`config.mk`:
```
export PLATFORM = sky130hd
export DESIGN_NAME = regfile_32x64
export DESIGN_NICKNAME = d
export VERILOG_FILES = /design/src/rtl/regfile_32x64.sv
export SDC_FILE = /design/constraint.sdc
export NUM_CORES = 2
export LEC_CHECK = 0
export BUFFER_PORTS_ARGS = -buffer_cell sky130_fd_sc_hd__buf_2
export CAP_MARGIN = 20
export CORE_MARGIN = 2
export CORE_UTILIZATION = 40
export CTS_CLUSTER_SIZE = 8
export DETAILED_ROUTE_END_ITERATION = 8
export GPL_TIMING_DRIVEN = 0
export SKIP_LAST_GASP = 1
export SLEW_MARGIN = 20
export SYNTH_ARGS = -nofsm -noshare
export SYNTH_HDL_FRONTEND = slang
export SYNTH_SLANG_ARGS = --single-unit
```
`constraint.sdc`:
```
create_clock -name clk -period 3 [get_ports clk]
set_input_delay 0 -clock clk [delete_from_list [all_inputs] [get_ports clk]]
set_output_delay 0 -clock clk [all_outputs]
set_load 0.02 [all_outputs]
```
`src/rtl/regfile_32x64.sv`:
```
// regfile_32x64: architectural register file for the pipelined LEGv8 datapath.
// 2**ADDR_WIDTH registers of DATA_WIDTH bits, one synchronous write port and two
// combinational read ports. Register ZERO_REG (XZR) has no storage and always reads 0.
// Optional feature macro: REGFILE_BYPASS_EN enables a same-cycle write-through bypass
// on both read ports. Without it, reads return the stored (pre-edge) value.
// Reset is asynchronous and active-low; it clears every register immediately.

module regfile_32x64 #(
  parameter int unsigned DATA_WIDTH = 64,
  parameter int unsigned ADDR_WIDTH = 5,
  parameter int unsigned ZERO_REG   = 31
) (
  input  logic                  clk,
  input  logic                  reset,
  input  logic                  write_en,
  input  logic [ADDR_WIDTH-1:0] write_addr,
  input  logic [DATA_WIDTH-1:0] write_data,
  input  logic [ADDR_WIDTH-1:0] read_addr1,
  input  logic [ADDR_WIDTH-1:0] read_addr2,
  output logic [DATA_WIDTH-1:0] read_data1,
  output logic [DATA_WIDTH-1:0] read_data2
);

  localparam int unsigned NumRegs = 2 ** ADDR_WIDTH;
  localparam logic [ADDR_WIDTH-1:0] ZeroAddr = ADDR_WIDTH'(ZERO_REG);

  // One-hot write enables, all gated by write_en.
  logic [NumRegs-1:0] wr_dec;

  // Current contents of every register as seen by the read muxes.
  logic [NumRegs-1:0][DATA_WIDTH-1:0] reg_vals;

  // Write address decode: exactly one line high when write_en=1, none otherwise.
  always_comb begin
    wr_dec = '0;
    if (write_en) begin
      wr_dec[write_addr] = 1'b1;
    end
  end

  for (genvar i = 0; i < NumRegs; i++) begin : g_reg
    if (i == ZERO_REG) begin : g_zero
      // XZR: no storage, its enable line is simply left unused.
      logic unused_en;
      assign unused_en   = wr_dec[i];
      assign reg_vals[i] = '0;
    end else begin : g_store
      logic [DATA_WIDTH-1:0] reg_d;
      logic [DATA_WIDTH-1:0] reg_q;

      // Next state: load write_data when this register's enable line is high.
      always_comb begin
        reg_d = reg_q;
        if (wr_dec[i]) begin
          reg_d = write_data;
        end
      end

      // Storage flop; reset wins over any write on the same edge.
      always_ff @(posedge clk or negedge reset) begin
        if (!reset) begin
          reg_q <= '0;
        end else begin
          reg_q <= reg_d;
        end
      end

      assign reg_vals[i] = reg_q;
    end
  end

`ifdef REGFILE_BYPASS_EN
  // Bypass is suppressed during reset so reads stay 0 while reset is low.
  logic bypass_ok;
  assign bypass_ok = reset & write_en & (write_addr != ZeroAddr);

  // Read ports with write-through bypass for the WB-to-ID hazard.
  always_comb begin
    read_data1 = reg_vals[read_addr1];
    read_data2 = reg_vals[read_addr2];
    if (bypass_ok && (read_addr1 == write_addr)) begin
      read_data1 = write_data;
    end
    if (bypass_ok && (read_addr2 == write_addr)) begin
      read_data2 = write_data;
    end
  end
`else
  // Read ports: plain combinational muxes over the stored values.
  always_comb begin
    read_data1 = reg_vals[read_addr1];
    read_data2 = reg_vals[read_addr2];
  end
`endif

endmodule

```
==> run_results.csv <==
group,metric,value,unit
logic_synthesis,synth_top_family_by_area,"multiplexers",
clock_network,cts_inserted_buffers,298,
cells_and_area,top_register,"g.g_store.reg_q",
logic_synthesis,ys_ff_latch,1984,
logic_synthesis,yosysTopAreaCellShare,46.40,%
cells_and_area,final_util,46.98,%
power,finalPower,85.87,mW
logic_synthesis,ys_seq_area_share,46.40,%
power,vdd_drop_max,0.0004829,V
routing,vias,80860,
timing,maxSlewViolCount,0,
global_routing,gr-usage-all-layers,37.28,%
place,portBuffers,199,
worst_hold_path,hold_path.class,"in -> async",
timing,period_share,108.0,%
cells_and_area,final_nets,8325,
timing,fin_crit,3.239,ns
logic_synthesis,syn_area_per_cell,14.22,um2
logic_synthesis,synthTopCellsByArea,"dfrtp_1 (46%), mux2_2 (22%), mux4_2 (13%)",
routing,ant_nets,0,
cells_and_area,area_growth,16.58,%
global_routing,grt_pass1_wl,686.7,mm
clock_network,cts_setup_buffers,0,
routing,dr.pass1.iters,8,
routing,drtIter0Drc,10790,
timing,max_freq,308.8,MHz
routing,drc_errors,0,
timing,hold_viol,112,
place,dpl.hpwl,361.8,mm
die,die_h,521.2,um
logic_synthesis,synth_edf_count,0,
power,leakage,54.73,nW
place,dpl_cell_area,0.1146,mm2
critical_path,setup.worst_path.start_class,"input port",
clock_network,htreeDepth,5,
timing,max_slew_margin,9.036,%
timing,fin_ws,-0.2388,ns
critical_path,cp.arrival,3.24,ns
cells_and_area,instances_no_fill,11850,
die,num_io_pins,210,
critical_path,rr_worst_depth,1,
routing,wl_per_cell,43.44,um
clock_network,clock_latency,0.97,ns
logic_synthesis,synthArstFlopShare,100.0,%
place,dp.cells,11330,
logic_synthesis,synthXorXnorAreaFrac,0,%
clock_network,clkTransAtPathRegs,0.05,ns
logic_synthesis,synth_fa_ha_area_share,0,%
global_routing,grt_max_degree,143,
cells_and_area,fill_cells,23310,
power,power.density,688.3,mW/mm2
clock_network,cts_hold_buf,146,
global_routing,grt_pass1_vias,80170,
critical_path,required,3.00,ns
global_routing,antenna_found_initial,87,
place,pre_cts_slack,-1.114,ns
timing,rsz0062_at_grt,"yes",
critical_path,timing.rr.end,"g_reg[29].g_store.reg_q[27]",
logic_synthesis,syn_area,0.1070,mm2
die,die_w,521.2,um
logic_synthesis,synthSimpleGateAreaFrac,1.927,%
logic_synthesis,synth_warnings,0,
timing,whs,-0.2037,ns
timing,tightest_slew,1.364,ns
timing,setup_tns,-5.467,ns
die,num_rows,189,
run_status,violations,"negative hold slack, negative setup slack",
critical_path,crit_fanout,10,
critical_path,endpoint_kind,"primary output",
critical_path,r2r_start,"g_reg[29].g_store.reg_q[27]",
cells_and_area,design_area,0.1247,mm2
flow_run,max-cap-violations,0,
clock_network,cts.path.max_buffers,4,
clock_network,clock_sinks,1984,
place,place_congestion,1.004,
cells_and_area,largest_reg_flops,1984,
routing,vias_per_cell,6.824,
logic_synthesis,synth_top_flop_cell,"dfrtp_1",
timing,setup_violations,68,
clock_network,cts_tree,"done",
timing,clock_skew,0,ns
logic_synthesis,synthMuxAreaShare,41.33,%
logic_synthesis,synth.distinct_cells,45,
cells_and_area,layout-drive-gt1-share,48.87,%
die,start_util,40.30,%
run_status,outcome,"complete, but fails checks",
critical_path,path_class,"in -> out",
die,design.die.area,0.2717,mm2
logic_synthesis,netlist.top_cell.by_area,"dfrtp_1",
logic_synthesis,syn-instance-count,7524,
logic_synthesis,synth_fp_nets,7606,
critical_path,r2r_slack,2.07,ns
global_routing,grt-ovfl-total,0,
cells_and_area,reg_top3,"g.g_store.reg_q (1984)",
die,core,0.2656,mm2
clock_network,cts_root_buf,"clkbuf_16",
routing,wirelength,514.7,mm
logic_synthesis,synth_compound_area_share,6.866,%
==> report_power, final <==
group          leakage, nW  switching (mW)  internal [mW]
clock                 3.81            12.1           17.9
combinational         25.6            9.71           9.90
sequential            25.4            4.17           32.1
total                 54.7            26.0           59.8
==> cell usage in the layout, fill, tap and decap left out, drive strengths merged, types with 9 or more instances in the layout <==
master and count:
a21oi 136, a21o 120, diode 57, a211oi 120
nor2 84, a22o 55, o22ai 81, dfrtp 1984
nor2b 127, o2111a 56, clkbuf 745, nand2 84
mux2 2194, buf 653, o22a 56, o31ai 64
dlygate4sd3 137, or2 58, mux4 640, mux2i 510
a221oi 111, o21ai 120, a221o 9, o211ai 63
==> worst max-delay path, cell delays in order <==
cell and delay (ns):
buf_4 0.39, buf_4 0.44, clkbuf_1 0.98, o21ai_0 0.38, a221oi_2 0.71, buf_2 0.29
==> final cells by class <==
| class | instances | area [um2] | area share (%) |
|---|---|---|---|
| buffer | 803 | 4114 | 3.298 |
| clock buffer | 312 | 7701 | 6.173 |
| clock inverter | 4 | 31.28 | 0.02507 |
| timing repair buffer | 423 | 4577 | 3.669 |
| antenna | 57 | 142.6 | 0.1143 |
| sequential | 1984 | 49650 | 39.80 |
| multi-input combinational | 4733 | 54110 | 43.38 |
| tap | 3533 | 4420 | 3.544 |
==> Yosys cell counts, types with 2 or more instances <==
master     number
mux2_2       2114
dfrtp_1      1984
mux4_2        640
mux2i_1       510
clkbuf_1      414
buf_2         277
a21oi_1       136
nor2b_1       127
a211oi_1      120
a21o_1        120
o21ai_0       120
a221oi_1      111
o22ai_1        81
mux2_1         80
nand2_1        80
buf_4          77
nor2_1         69
o31ai_1        64
o211ai_1       63
o2111a_1       56
o22a_1         56
or2_2          56
a22o_1         55
buf_1          30
a221o_1         9
a22oi_1         8
buf_6           8
nor2_4          8
nor4_1          8
o2bb2ai_1       8
nor2_2          7
nand2_2         4
nand2b_1        4
nand3b_1        4
nor3b_1         4
nand3_1         2
or2_1           2
==> worst max-delay path by stage <==
stage	end	slack (ns)	start
2_1_floorplan	read_data1[5]	1.13	read_addr1[1]
3_3_place_gp	g_reg[16].g_store.reg_q[34]	-42.50	reset
3_5_place_dp	read_data1[2]	-1.11	read_addr1[2]
4_1_cts	read_data1[2]	-0.13	read_addr1[4]
5_1_grt	read_data1[55]	-0.01	g_reg[8].g_store.reg_q[55]
6_report	read_data2[10]	-0.24	read_addr2[4]
==> layer usage <==
layer	part of all wire, %	track usage, %	up-vias
met3	14	18.43	1802
met1	36	44.06	42660
met4	8.6	28.24	71
li1	-	-	30310
met5	0.25	1.597	-
met2	41	51.59	6022
==> what timing repair did <==
item | 4_1_cts | 5_1_grt
gates resized for setup | 117 | 71
endpoints found under the setup margin | 125 | 336
endpoints found under the hold margin | 2165 | 112
pin swaps | 0 | 1
cloned | 0 | 2
==> kinds of logic (layout without fill, tap and decap cells) <==
logic type      count (synthesis)  in the layout
buf+inv                       807           1542
compound gates               1008           1008
mux                          3344           3344
other cells                     0             57
simple gates                  381            381
flops                        1984           1984
Power figures use the tool's default switching activity.
